==> config.mk <==
export PLATFORM = sky130hd
export DESIGN_NAME = im_prefetch_buffer
export DESIGN_NICKNAME = d
export VERILOG_FILES = /design/src/rtl/im_prefetch_buffer.sv
export SDC_FILE = /design/constraint.sdc
export NUM_CORES = 1
export LEC_CHECK = 0
export ABC_AREA = 0
export CORE_UTILIZATION = 28
export DETAILED_ROUTE_END_ITERATION = 10
export DONT_BUFFER_PORTS = 1
export MAX_ROUTING_LAYER = met4
export SLEW_MARGIN = 25
export SYNTH_ARGS = -nofsm -noshare
export SYNTH_HDL_FRONTEND = slang
export SYNTH_SLANG_ARGS = --single-unit
==> constraint.sdc <==
create_clock -name clk -period 3.75 [get_ports clk]
set_clock_uncertainty 0.1 [all_clocks]
set_input_delay 0.9375 -clock clk [delete_from_list [all_inputs] [get_ports clk]]
set_output_delay 0.9375 -clock clk [all_outputs]
set_load 0.02 [all_outputs]
==> src/rtl/im_prefetch_buffer.sv <==
// Instruction prefetch buffer: sequential IM fetch into a PC-tagged FWFT FIFO, flush/restart on redirect.
// Optional same-cycle bypass of an IM response into an empty FIFO when PF_BYPASS_EN is defined.
//
// state    | meaning
// ---------+---------------------------------------------------------------
// S_BOOT   | first cycle after reset release, no fetch issued
// S_RUN    | issue sequential fetches while FIFO credits remain
// S_REDIRECT | fetch target re-latched, response slot dropped, no issue
module im_prefetch_buffer #(
  parameter int          DEPTH    = 4,
  parameter logic [31:0] RESET_PC = 32'h0000_0000
) (
  input  logic        clk,
  input  logic        rst,
  output logic        IM_enable,
  output logic [31:0] IM_address,
  input  logic [31:0] IM_out,
  input  logic        redirect_valid,
  input  logic [31:0] redirect_pc,
  output logic        inst_valid,
  output logic [31:0] inst,
  output logic [31:0] inst_pc,
  input  logic        inst_ready
);

  localparam int AW = $clog2(DEPTH);
  localparam logic [AW+1:0] DEPTH_W = (AW+2)'(DEPTH);

  typedef enum logic [1:0] {S_BOOT, S_RUN, S_REDIRECT} state_t;

  state_t        state, state_nxt;
  logic [31:0]   fetch_pc;
  logic [31:0]   resp_pc;
  logic [31:0]   last_inst;
  logic [31:0]   last_pc;
  logic          inflight;
  logic [AW-1:0] wr_ptr;
  logic [AW-1:0] rd_ptr;
  logic [AW:0]   count;
  logic [31:0]   mem_inst [DEPTH];
  logic [31:0]   mem_pc   [DEPTH];

  logic          fifo_empty;
  logic          redirect_act;
  logic          resp_keep;
  logic          byp_avail;
  logic          bypass_take;
  logic          push;
  logic          pop;
  logic [AW+1:0] credits_used;

  assign fifo_empty   = (count == '0);
  assign redirect_act = redirect_valid && (state != S_BOOT);
  assign resp_keep    = inflight && !redirect_act;
  // Credits count only registered occupancy plus the response in flight.
  assign credits_used = {1'b0, count} + {{(AW+1){1'b0}}, inflight};

`ifdef PF_BYPASS_EN
  assign byp_avail = fifo_empty && resp_keep;
`else
  assign byp_avail = 1'b0;
`endif

  assign bypass_take = byp_avail && inst_ready;
  assign push        = resp_keep && !bypass_take;
  assign pop         = !fifo_empty && inst_ready && !redirect_act;
  assign inst_valid  = !fifo_empty || byp_avail;
  assign IM_address  = fetch_pc;

  // state register
  always_ff @(posedge clk or negedge rst) begin
    if (!rst) state <= S_BOOT;
    else      state <= state_nxt;
  end

  // next state
  always_comb begin
    state_nxt = state;
    case (state)
      S_BOOT:     state_nxt = S_RUN;
      S_RUN:      state_nxt = redirect_act ? S_REDIRECT : S_RUN;
      S_REDIRECT: state_nxt = redirect_act ? S_REDIRECT : S_RUN;
      default:    state_nxt = S_BOOT;
    endcase
  end

  // outputs
  always_comb begin
    IM_enable = 1'b0;
    case (state)
      S_RUN:   IM_enable = !redirect_act && (credits_used < DEPTH_W);
      default: IM_enable = 1'b0;
    endcase
  end

  always_ff @(posedge clk or negedge rst) begin
    if (!rst) begin
      fetch_pc <= RESET_PC;
      resp_pc  <= RESET_PC;
      inflight <= 1'b0;
    end else begin
      inflight <= IM_enable;
      if (redirect_act) begin
        fetch_pc <= redirect_pc & ~32'h3;
      end else if (IM_enable) begin
        fetch_pc <= fetch_pc + 32'd4;
        resp_pc  <= fetch_pc;
      end
    end
  end

  always_ff @(posedge clk or negedge rst) begin
    if (!rst) begin
      wr_ptr <= '0;
      rd_ptr <= '0;
      count  <= '0;
    end else if (redirect_act) begin
      wr_ptr <= '0;
      rd_ptr <= '0;
      count  <= '0;
    end else begin
      if (push) wr_ptr <= wr_ptr + AW'(1);
      if (pop)  rd_ptr <= rd_ptr + AW'(1);
      case ({push, pop})
        2'b10:   count <= count + (AW+1)'(1);
        2'b01:   count <= count - (AW+1)'(1);
        default: count <= count;
      endcase
    end
  end

  always_ff @(posedge clk) begin
    if (push) begin
      mem_inst[wr_ptr] <= IM_out;
      mem_pc[wr_ptr]   <= resp_pc;
    end
  end

  // inst/inst_pc keep showing the last presented word while nothing is valid.
  always_ff @(posedge clk or negedge rst) begin
    if (!rst) begin
      last_inst <= '0;
      last_pc   <= '0;
    end else if (inst_valid) begin
      last_inst <= inst;
      last_pc   <= inst_pc;
    end
  end

  always_comb begin
    inst    = last_inst;
    inst_pc = last_pc;
    if (!fifo_empty) begin
      inst    = mem_inst[rd_ptr];
      inst_pc = mem_pc[rd_ptr];
    end else if (byp_avail) begin
      inst    = IM_out;
      inst_pc = resp_pc;
    end
  end

endmodule

Word level (Yosys, flattened, before mapping) --
Memories as Yosys holds them, arrays and structs flattened. Cells that the tools add are included. W data, S select, Z words.
Word-level totals: memories kept 2, RAM bits 256, output and inout bits 98, word-level logic and storage cells 54, bits of input ports 68, bits in registers 138
Memory list:
- mem_inst | words 4, bits a word 32, rd ports 1, clocked after memory_dff 0, write ports 1, line 40 | logic [31:0] mem_inst [DEPTH];
- mem_pc | words 4, bits a word 32, rd ports 1, clocked after memory_dff 0, write ports 1, line 41 | logic [31:0] mem_pc [DEPTH];
Cells by class: equality and inequality tests 4, multiplexer cells 15, add/subtract/negate cells 6, magnitude comparators 1, reduce and logical (&&, ||, !) cells 16, bitwise logic cells 1
Operator list (count):
- $mux W32 | 4
- $add A32 B3 Y32 const B | 1
- $mux W2 | 5
- $reduce_bool A2 Y1 | 4
- $pmux W3 S2 | 1
- $logic_and A1 B1 Y1 | 5
- $add A2 B1 Y2 const B | 2
- $add A3 B1 Y4 | 1
- $eq A2 B1 Y1 const B | 2
- $eq A2 B2 Y1 const B | 2
- $lt A4 B3 Y1 const B | 1
- $pmux W2 S2 | 1
- $add A3 B1 Y3 const B | 1
- $logic_not A3 Y1 | 1
- $mux W1 | 3
- $mux W3 | 1
- $reduce_bool A3 Y1 | 1
- $sub A3 B1 Y3 const B | 1
- $logic_not A1 Y1 | 2
- $logic_not A2 Y1 | 1
- $reduce_and A2 Y1 | 1
- $reduce_or A2 Y1 | 1
- $not A1 Y1 | 1

Depth between registers and ports, before layout --
Gate-level depths: netlist of the first run.
depth after elaboration 7, gate-level depth with buffers 10, gate-level depth less buffers 8

Worst setup path after synthesis of the first run --
No wires, ideal clock.
kind input -> register, from in redirect_valid, to mem mem_inst[0][0], enable pin, data arrival time 3.104 ns, buffers on the path 2, library setup time 0.427 ns, data required time 3.223 ns, stages 4, path slack 0.119 ns, path through nand2b_1 -> clkbuf_1 -> clkbuf_1 -> and3_1
Between the ends: cells in the longest elaborated chain, start to end 5
Ends and longest elaborated chain:
- from (decl) | line 18 | input logic redirect_valid,
- $logic_and A1 B1 Y1 | line 53 | assign redirect_act = redirect_valid && (state != S_BOOT);
- $logic_not A1 Y1 | line 54 | assign resp_keep = inflight && !redirect_act;
- $logic_and A1 B1 Y1 | line 54
- $mux W1 | line 133 | if (push) begin
- $mux W1 (implied by the code) | line 134 | mem_inst[wr_ptr] <= IM_out;
- to (decl) | line 40
No other way between the ends.

Final worst setup path of the first run --
from reg count[0], to out inst_pc[26]
Between the ends: cells in the longest elaborated chain, start to end 2
Ends and longest elaborated chain:
- from (decl) | line 39 | logic [AW:0] count;
- from (signal assigned) | line 125 | 2'b10: count <= count + (AW+1)'(1);
- from (signal assigned) | line 126 | 2'b01: count <= count - (AW+1)'(1);
- from (signal assigned) | line 127 | default: count <= count;
- $logic_not A3 Y1 | line 52 | assign fifo_empty = (count == '0);
- $mux W32 | line 153 | if (!fifo_empty) begin
- to (decl) | line 22 | output logic [31:0] inst_pc,
No other way between the ends.

==> results of run 1 <==
## cell type report
class / count / area [um2]
Multi-Input combinational cell: 593 / 3950
Fill cell: 5166 / 35330
Clock inverter: 24 / 269.0
Inverter: 9 / 35.03
Clock buffer: 58 / 1226
Timing Repair Buffer: 25 / 279.0
Tap cell: 688 / 860.8
Sequential cell: 382 / 10810
## through the flow
step                      hold WS (ns)  total power (uW)  worst slack (ns)
after global routing          -0.05945             17090           0.01210
after floorplan                 0.3325             10300            0.1193
after global placement          0.3428             11790            0.7965
after detailed placement        0.3490             11950            0.7514
after CTS                     -0.06745             16390            0.1236
final                         -0.02076             16070            0.2883
## sequential cells by signal, summed over array words and instances, names as in the netlist
| name | count |
|---|---|
| last_inst | 32 |
| rd_ptr | 2 |
| last_pc | 32 |
| state | 2 |
| mem_pc | 120 |
| count | 3 |
| wr_ptr | 2 |
| IM_address | 30 |
| resp_pc | 30 |
| mem_inst | 128 |
| inflight | 1 |
## logic make-up (layout without fill, tap and decap cells)
| logic type | Yosys count | count (layout) |
|---|---|---|
| AOI/OAI and AO/OA | 53 | 53 |
| and+or+nand+nor | 454 | 454 |
| DFF | 382 | 382 |
| muxes | 68 | 68 |
| adders and majority gates | 9 | 9 |
| other | 1 | 2 |
| buffers and inverters | 62 | 116 |
| xor gates and xnor gates | 7 | 7 |
## routing by layer
layer,share of wire,track usage,up-vias
li1,-,-,3790
met1,0.43,0.1648,4201
met2,0.47,0.2083,261
met3,0.080,0.03906,59
met4,0.019,0.04024,0
met5,0,-,-
## cell usage in the layout (no fill, tap or decap), types with 6 or more instances in the layout
cell       count
nor2_1        16
mux2i_1        6
buf_12         7
a221o_1        7
o211ai_1      10
buf_4         17
nand3_1       18
edfxtp_1     248
and2_1         7
o21ai_0       14
inv_1          7
mux4_2        62
clkbuf_16     46
dfrtp_1      132
nand4_1       12
and3_1        10
clkbuf_1       9
ha_1           8
clkinv_2       9
nand2_1      364
## worst max path at each step
stage / endpoint / depth (start not counted)
after global placement: inst_pc[26] / 5
after floorplan: mem_inst[0][0]$_DFFE_PP_ / 4
after detailed placement: inst_pc[26] / 5
final: inst_pc[26] / 6
after CTS: inst_pc[26] / 5
after global routing: inst_pc[26] / 6
## what timing repair did
action                                 in CTS  in global routing
gates resized for setup                     0                  1
setup endpoints to repair                   0                  4
endpoints found under the hold margin     134                134
## power breakdown
group | switching, uW | internal (uW)
clock network | 1730 | 2660
registers | 939 | 5730
logic | 3430 | 1590
total | 6090 | 9980
==> flow_summary.toml, run 1 <==
[sta]
rsz0062_at_grt = "no"
slew-limit-headroom = 0.3857
finalSetupViolCount = 0
final.setup.tns_ns = 0
max_freq_mhz = 288.9
drv_slew = 0
timing.hold.ws_ns = -0.02076
min_period_ns = 3.462
fin_crit_sh = 0.9231
hold_viol = 27
tightest_slew_ns = 0.9215

[run_status]
outcome = "finished with violations"
violations = "DRC, hold timing"

[yosys]
synth.most_common_cell = "nand2_1"
syn_area_mm2 = 0.01499
ys_warn_count = 0
synthSimpleGateAreaFrac = 0.1267
yosysTopAreaCell = "edfxtp_1"
synthTopCellsByCount = "nand2_1 (364), edfxtp_1 (248), dfrtp_1 (134)"
synth-edff-count = 248
ys_ff_latch = 382
synthMuxAreaShare = 0.09717
synthAdderAreaFrac = 0.008014
synth_top_family_by_area = "simple AND/OR/NAND/NOR gates"
synth_top_area_share = 0.4969
syn_area_per_cell_um2 = 14.47
synthFlopType = "edfxtp_1"
netlist-cell-type-count = 47
syn_inst = 1036
seq_area_frac_synth = 0.7206
synth-compound-area-share = 0.02521
synth-xor-area-share = 0.004090
synthTopCellsByArea = "edfxtp_1 (50%), dfrtp_1 (22%), mux4_2 (9.3%)"
async_flop_share = 0.3508

[worst_setup_path]
reg2reg_slack_ns = 1.15
slowest_delay_ns = 0.72
rr_worst_depth = 9
r2r_end = "IM_address[24]$_DFFE_PN0P_"
worstPathCellList = "nor3_2, clkinv_2, buf_4, nand2_1, nand2_1, buf_4"
critPathLaunch = "count[0]$_DFFE_PN0P_"
critPathKind = "flip-flop to output port"
crit_path_top_delay_cell = "buf_4"
path_delay_family = "buffers and inverters"
r2r_start = "state[1]$_DFF_PN0_"
crit_fanout = 62
start_kind = "flip-flop"
cp.required_ns = 2.71
cp.arrival_ns = 2.42
worst_setup_path_end_kind = "output port"
crit_buf_inv = 3

[route]
firstDrtPassIters = 8
wirelength_mm = 34.64
ant_nets = 0
wl_per_cell_um = 19.47
drc = 30
drtIter0Drc = 579
vias = 8311
viasPerCell = 4.672

[hold_path]
min_path_type = "input port to async pin"

[floorplan]
start_util = 0.2841
core_area_mm2 = 0.05276
die_y_um = 233.4
die_x_um = 233.4
pin_count = 166
die-area_mm2 = 0.05446
rows = 84

[power_and_ir_drop]
leakage_uw = 0.006757
ir_worst_vdd_v = 0.0004544
powerDensity_mw_per_mm2 = 922.3

[clock_network]
tritoncts = "done"
clk_latency_ns = 0.57
htree_levels = 2
cts_setup_buffers = 0
cts_buffers = 44
clock_sinks = 382
root_buffer = "clkbuf_16"
cts.reportedPaths.clkPinSlew_ns = 0.06
cts.path.max_buffers = 3

[layout]
syn2layout_area_growth_pct = 16.28
drive_gt1_frac = 0.1549
nets = 1132
postLayoutCoreUtil = 0.3303
antenna_cells = 0
fin_cells = 1779
fin_area_mm2 = 0.01743

[place]
place_area_mm2 = 0.01593
portBuffers = 0
routabilityCongestion = 0.8143
hpwl_mm = 21.10
dpl.cell_count = 1697

[flow_run]
drv_cap = 0

[global_route]
grt_pass1_wl_mm = 52.25
grt_pass1_vias = 8569
antenna_found_initial = 0
grtUsageTotal = 0.1327
grt_max_degree = 135
globalRoute.totalOverflow = 0
(Power assumes the default switching activity.)
==> run 2: changes to the inputs <==
==> constraint.sdc (replaced) <==
create_clock -name clk -period 2.93 [get_ports clk]
set_clock_uncertainty 0.1 [all_clocks]
set_input_delay 0.7325 -clock clk [delete_from_list [all_inputs] [get_ports clk]]
set_output_delay 0.7325 -clock clk [all_outputs]
set_load 0.02 [all_outputs]
==> run 2 against run 1 <==
  * The run ends with DRC, hold timing, setup timing left
  * Utilization increased by 2.1 points
  * Worst hold slack lost 0.21 ns
  * Die area unchanged
  * Combinational power increased by 72%
  * Worst setup slack worse by 0.36 ns
  * Via count rose by 1.8%
  * Critical path depth is the same
  * Power rose by 40%
  * Register-to-register slack worse by 0.64 ns
  * Clock power rose by 24%
  * Largest power group is now combinational cells
  * Highest routed layer unchanged
==> flow_summary.toml, run 2 (synthesized netlist as in run 1, its figures left out) <==
[worst_setup_path]
reg2reg_slack_ns = 0.51
slowest_delay_ns = 0.50
rr_worst_depth = 7
crit_path_top_delay_cell = "dfrtp_4"
start_kind = "flip-flop"
crit_fanout = 6
cp.arrival_ns = 2.17
cp.required_ns = 2.10
r2r_start = "state[0]$_DFF_PN0_"
critPathKind = "flip-flop to output port"
worstPathCellList = "buf_12, buf_12, buf_16, mux4_2, nand2_4, nand2_4"
r2r_end = "IM_address[2]$_DFFE_PN0P_"
worst_setup_path_end_kind = "output port"

[route]
ant_nets = 0
viasPerCell = 4.671
firstDrtPassIters = 8
wirelength_mm = 37.58
wl_per_cell_um = 20.74
drc = 20
vias = 8464
drtIter0Drc = 564

[layout]
antenna_cells = 0
regMostFlops = "mem_inst"
drive_gt1_frac = 0.2811
syn2layout_area_growth_pct = 23.56
postLayoutCoreUtil = 0.3510
final_common_cell = "nand2_1"
seq_area_mm2 = 0.01081
largest_reg_flops = 128
reg_top3 = "mem_inst x128, mem_pc x120"
multi_input_area_mm2 = 0.004467
nets = 1166
fill_cells = 5089
final_cell_mix = "nand2_1 (249), edfxtp_1 (248), dfrtp_1 (130), nand2_2 (71), mux4_2 (62)"

[floorplan]
pin_count = 166
die-area_mm2 = 0.05446
rows = 84
die_y_um = 233.4
die_x_um = 233.4
core_area_mm2 = 0.05276
start_util = 0.2841

[sta]
hold_viol = 134
fin_crit_sh = 1.024
final.setup.tns_ns = -0.7421
finalSetupViolCount = 20
rsz0062_at_grt = "yes"
max_freq_mhz = 333.2
min_period_ns = 3.001
timing.hold.ws_ns = -0.2316
setup_ws_ns = -0.07109
drv_slew = 0

[global_route]
grt_max_degree = 135
grtUsageTotal = 0.1404
use_met2 = 0.2272
globalRoute.totalOverflow = 0
met1_usage = 0.1728
grt_pass1_wl_mm = 54.10
grt_most_used_layer = "met2"
grt_pass1_vias = 8418
met3_usage = 0.03589
antenna_found_initial = 0

[clock_network]
htree_levels = 2
clk_latency_ns = 0.57
cts.path.max_buffers = 3
cts_buffers = 43
root_buffer = "clkbuf_16"
cts.reportedPaths.clkPinSlew_ns = 0.06
tritoncts = "done"
clock_sinks = 382

[hold_path]
min_path_type = "input port to async pin"

[place]
hpwl_mm = 22.22
portBuffers = 0
routabilityCongestion = 0.8029

[power_and_ir_drop]
leakage_uw = 0.007117
ir_worst_vdd_v = 0.0006085
powerDensity_mw_per_mm2 = 1213
total_power_uw = 22460

[flow_run]
drv_cap = 0

[run_status]
outcome = "finished with violations"
violations = "DRC, hold timing, setup timing"
## run 2: final cells by class
cell class                      count  area share
Sequential cell                   382      0.5837
Multi-Input combinational cell    593      0.2412
Clock buffer                       59     0.06351
Timing Repair Buffer               60     0.04952
Tap cell                          688     0.04648
Clock inverter                     21     0.01324
Inverter                            9    0.002297
## run 2: metal layers
| metal | part of all wire | vias to the layer above | wire length [um] |
|---|---|---|---|
| met5 | 0 | - | 0 |
| met4 | 0.018 | 0 | 688 |
| met3 | 0.067 | 48 | 2508 |
| met2 | 0.49 | 227 | 18330 |
| met1 | 0.43 | 4317 | 16050 |
| li1 | - | 3872 | - |
## run 2: power breakdown
group	internal (uW)	switching [uW]	leakage [uW]	total (uW)
registers	7340	1060	0.00389	8410
clock network	3260	2160	0.000695	5430
logic	3190	5440	0.00253	8630
## run 2: metrics by stage
stage | hold slack [ns] | worst slack (ns) | std cells | cell area, um2
5_1_grt | -0.2694 | -0.1406 | 1812 | 18520
4_1_cts | -0.2737 | -0.1075 | 1806 | 18160
2_1_floorplan | 0.3325 | 0.1861 | 1037 | 15000
3_3_place_gp | 0.3403 | 0.3977 | 1713 | 16120
6_report | -0.2316 | -0.07109 | 1812 | 18520
3_5_place_dp | 0.3405 | 0.4005 | 1713 | 16120
## run 2: worst max path at each step
stage,start,to,slack [ns],cells after the start
after floorplan,redirect_valid,mem_inst[0][0]$_DFFE_PP_,0.19,4
after global placement,rd_ptr[0]$_DFFE_PN0P_,inst_pc[24],0.40,5
after detailed placement,rd_ptr[0]$_DFFE_PN0P_,inst_pc[24],0.40,5
after CTS,rd_ptr[0]$_DFFE_PN0P_,inst_pc[13],-0.11,5
after global routing,rd_ptr[0]$_DFFE_PN0P_,inst[21],-0.14,6
final,rd_ptr[0]$_DFFE_PN0P_,inst[21],-0.07,6
## run 2: timing repair
item,4_1_cts,5_1_grt
endpoints found under the setup margin,62,62
pin swaps,17,36
buffers inserted,7,4
gates cloned,6,3
gates resized for setup,116,75
hold endpoints to repair,134,134
## run 2: worst max-delay path: cells and delay by family (launching register included)
kind | cells | cell delay (ns)
AND/OR/NAND/NOR | 2 | 0.17
flip-flops | 1 | 0.50
buffers and inverters | 3 | 0.44
multiplexers | 1 | 0.47
==> run 3: changes to the inputs <==
--- a/config.mk
+++ b/config.mk
@@ -10,6 +10,8 @@
 export DETAILED_ROUTE_END_ITERATION = 10
 export DONT_BUFFER_PORTS = 1
 export MAX_ROUTING_LAYER = met4
+export REMOVE_ABC_BUFFERS = 1
+export SETUP_SLACK_MARGIN = 0.2
 export SLEW_MARGIN = 25
 export SYNTH_ARGS = -nofsm -noshare
 export SYNTH_HDL_FRONTEND = slang
==> constraint.sdc (replaced) <==
create_clock -name clk -period 3.6 [get_ports clk]
set_clock_uncertainty 0.1 [all_clocks]
set_input_delay 0.9 -clock clk [delete_from_list [all_inputs] [get_ports clk]]
set_output_delay 0.9 -clock clk [all_outputs]
set_load 0.02 [all_outputs]
==> run 3 against run 2 <==
  * The flow finishes with violations (DRC, hold timing)
  * Count of clock-buffer cells in the layout fell by 3
  * Worst setup slack improved by 0.41 ns
  * Global-route usage fell by 0.37 points
  * Critical path depth fell by 2
  * Design area fell by 5.6%
  * Sequential share of layout area rose by 3.4 points
  * Die area did not move
==> flow_summary.toml, run 3 (synthesized netlist as in run 1, its figures left out) <==
[run_status]
outcome = "finished with violations"
violations = "DRC, hold timing"

[route]
wirelength_met1_mm = 14.89
wl_per_cell_um = 19.76
met2_length_mm = 17.14
viasPerCell = 4.571
vias = 8164
ant_nets = 0
drtIter0Drc = 484
topRoutingLayerUsed = "met4"
wl_met3_mm = 2.442
drc = 24
wirelength_mm = 35.29
firstDrtPassIters = 8

[place]
dpl.cell_count = 1700
routabilityCongestion = 0.7422
post-place-ws_ns = 0.6635
hpwl_mm = 21.28
portBuffers = 0

[worst_setup_path]
r2r_end = "count[2]$_DFFE_PN0P_"
worstPathCellList = "buf_16, mux4_2, nand2_1, nand2_1"
slowest_delay_ns = 0.54
crit_path_top_delay_cell = "mux4_2"
critPathKind = "flip-flop to output port"
crit_fanout = 24
crit_top_cell = "nand2_1"
path_delay_family = "multiplexers"
worst_setup_path_end_kind = "output port"
cp.arrival_ns = 2.26
r2r_start = "count[0]$_DFFE_PN0P_"
cp.required_ns = 2.60
rr_worst_depth = 9
reg2reg_slack_ns = 1.03
start_kind = "flip-flop"
crit_buf_inv = 1

[clock_network]
cts.path.max_buffers = 3
clk_latency_ns = 0.57
htree_levels = 2
root_buffer = "clkbuf_16"
clock_sinks = 382
cts.reportedPaths.clkPinSlew_ns = 0.06
tritoncts = "done"
cts_buffers = 44

[sta]
hold_viol = 86
max_freq_mhz = 306.9
setup_ws_ns = 0.3421
slew-limit-headroom = 0.5674
tightest_slew_ns = 0.6489
timing.hold.ws_ns = -0.07683
fin_crit_sh = 0.9050
min_period_ns = 3.258
finalSetupViolCount = 0
rsz0062_at_grt = "no"
drv_slew = 0

[global_route]
globalRoute.totalOverflow = 0
grt_pass1_wl_mm = 53.16
antenna_found_initial = 1
grt_max_degree = 135
grtUsageTotal = 0.1367
grt_pass1_vias = 8587

[floorplan]
die-area_mm2 = 0.05446
core_area_mm2 = 0.05276
start_util = 0.2841
rows = 84
pin_count = 166
die_y_um = 233.4
die_x_um = 233.4

[layout]
reg_top3 = "mem_inst x128, mem_pc x120"
regMostFlops = "mem_inst"
nets = 1138
final_cell_mix = "nand2_1 (364), edfxtp_1 (248), dfrtp_1 (132), mux4_2 (62), clkbuf_16 (44)"
final_common_cell = "nand2_1"
seq_area_mm2 = 0.01081
multi_input_area_mm2 = 0.003961
largest_reg_flops = 128
syn2layout_area_growth_pct = 16.65
fin_cells = 1786
fill_cells = 5170
drive_gt1_frac = 0.1659

[flow_run]
drv_cap = 0

[power_and_ir_drop]
leakage_uw = 0.006792
powerDensity_mw_per_mm2 = 956.0
ir_worst_vdd_v = 0.0004332

[hold_path]
min_path_type = "input port to async pin"
run 3: cell count changes in the layout (fill, tap and decap cells not counted), sizes merged:
cell	previous run	this run
buf	57	31
clkbuf	62	56
clkinvlp	0	4
clkinv	12	15
bufinv	5	3
diode	0	1
run 3: worst register-to-register path, stage by stage (launching register included):
cell and delay [ns]:
dfrtp_1 0.46, nor3_4 0.30, clkinv_2 0.09, buf_4 0.32, nand2_1 0.29, nor3_1 0.09, fa_1 0.39, and3_1 0.17
o21ai_0 0.15, o31ai_1 0.09
run 3: power by group:
| group | internal [uW] | total (uW) | leakage (uW) | switching, uW |
|---|---|---|---|---|
| clock | 2640 | 4500 | 0.000724 | 1870 |
| combinational | 1700 | 5360 | 0.00217 | 3660 |
| sequential | 5980 | 6850 | 0.00390 | 870 |
run 3: worst max-delay path by stage:
stage                                startpoint                   end  slack, ns  cells past startpoint
after floorplan            count[0]$_DFFE_PN0P_  count[2]$_DFFE_PN0P_      -3.94                      8
after global placement    rd_ptr[0]$_DFFE_PN0P_           inst_pc[13]       0.67                      4
final                     rd_ptr[0]$_DFFE_PN0P_           inst_pc[16]       0.34                      4
after CTS                  count[0]$_DFFE_PN0P_           inst_pc[19]       0.23                      6
after global routing       count[0]$_DFFE_PN0P_           inst_pc[16]       0.21                      5
after detailed placement  rd_ptr[0]$_DFFE_PN0P_           inst_pc[13]       0.66                      4
run 3: final cells by class:
| class | count | share of cell area |
|---|---|---|
| well taps | 688 | 0.04924 |
| multi-input cells | 593 | 0.2266 |
| diodes | 1 | 0.0001431 |
| repair buffers | 31 | 0.01939 |
| clock buffers | 56 | 0.06956 |
| clock inverters | 26 | 0.01489 |
| inverters | 9 | 0.002004 |
| flip-flops and latches | 382 | 0.6182 |
run 3: routing by layer:
layer	vias to the layer above	GRT usage
met5	-	-
met4	0	0.04657
met3	57	0.03528
met2	222	0.2207
met1	4083	0.1656
li1	3802	-
run 3: what timing repair did:
| item | in CTS | in global routing |
|---|---|---|
| cloned | 1 | 0 |
| resized for setup | 3 | 1 |
| buffers inserted | 2 | 0 |
| endpoints found under the setup margin | 49 | 2 |
| endpoints found under the hold margin | 134 | 134 |
run 3: per-stage QoR:
stage / utilization / hold WS, ns / total power, uW / setup TNS (ns) / instance area [um2]
floorplan: - / 0.3325 / 10670 / -449.51 / 14760
global placement: 0.3022 / 0.3432 / 12250 / 0 / 15940
detailed placement: 0.3022 / 0.3490 / 12390 / 0 / 15940
CTS: 0.3312 / -0.1246 / 17060 / 0 / 17470
global route: 0.3314 / -0.1200 / 17800 / 0 / 17480
finish: 0.3314 / -0.07683 / 16710 / 0 / 17480
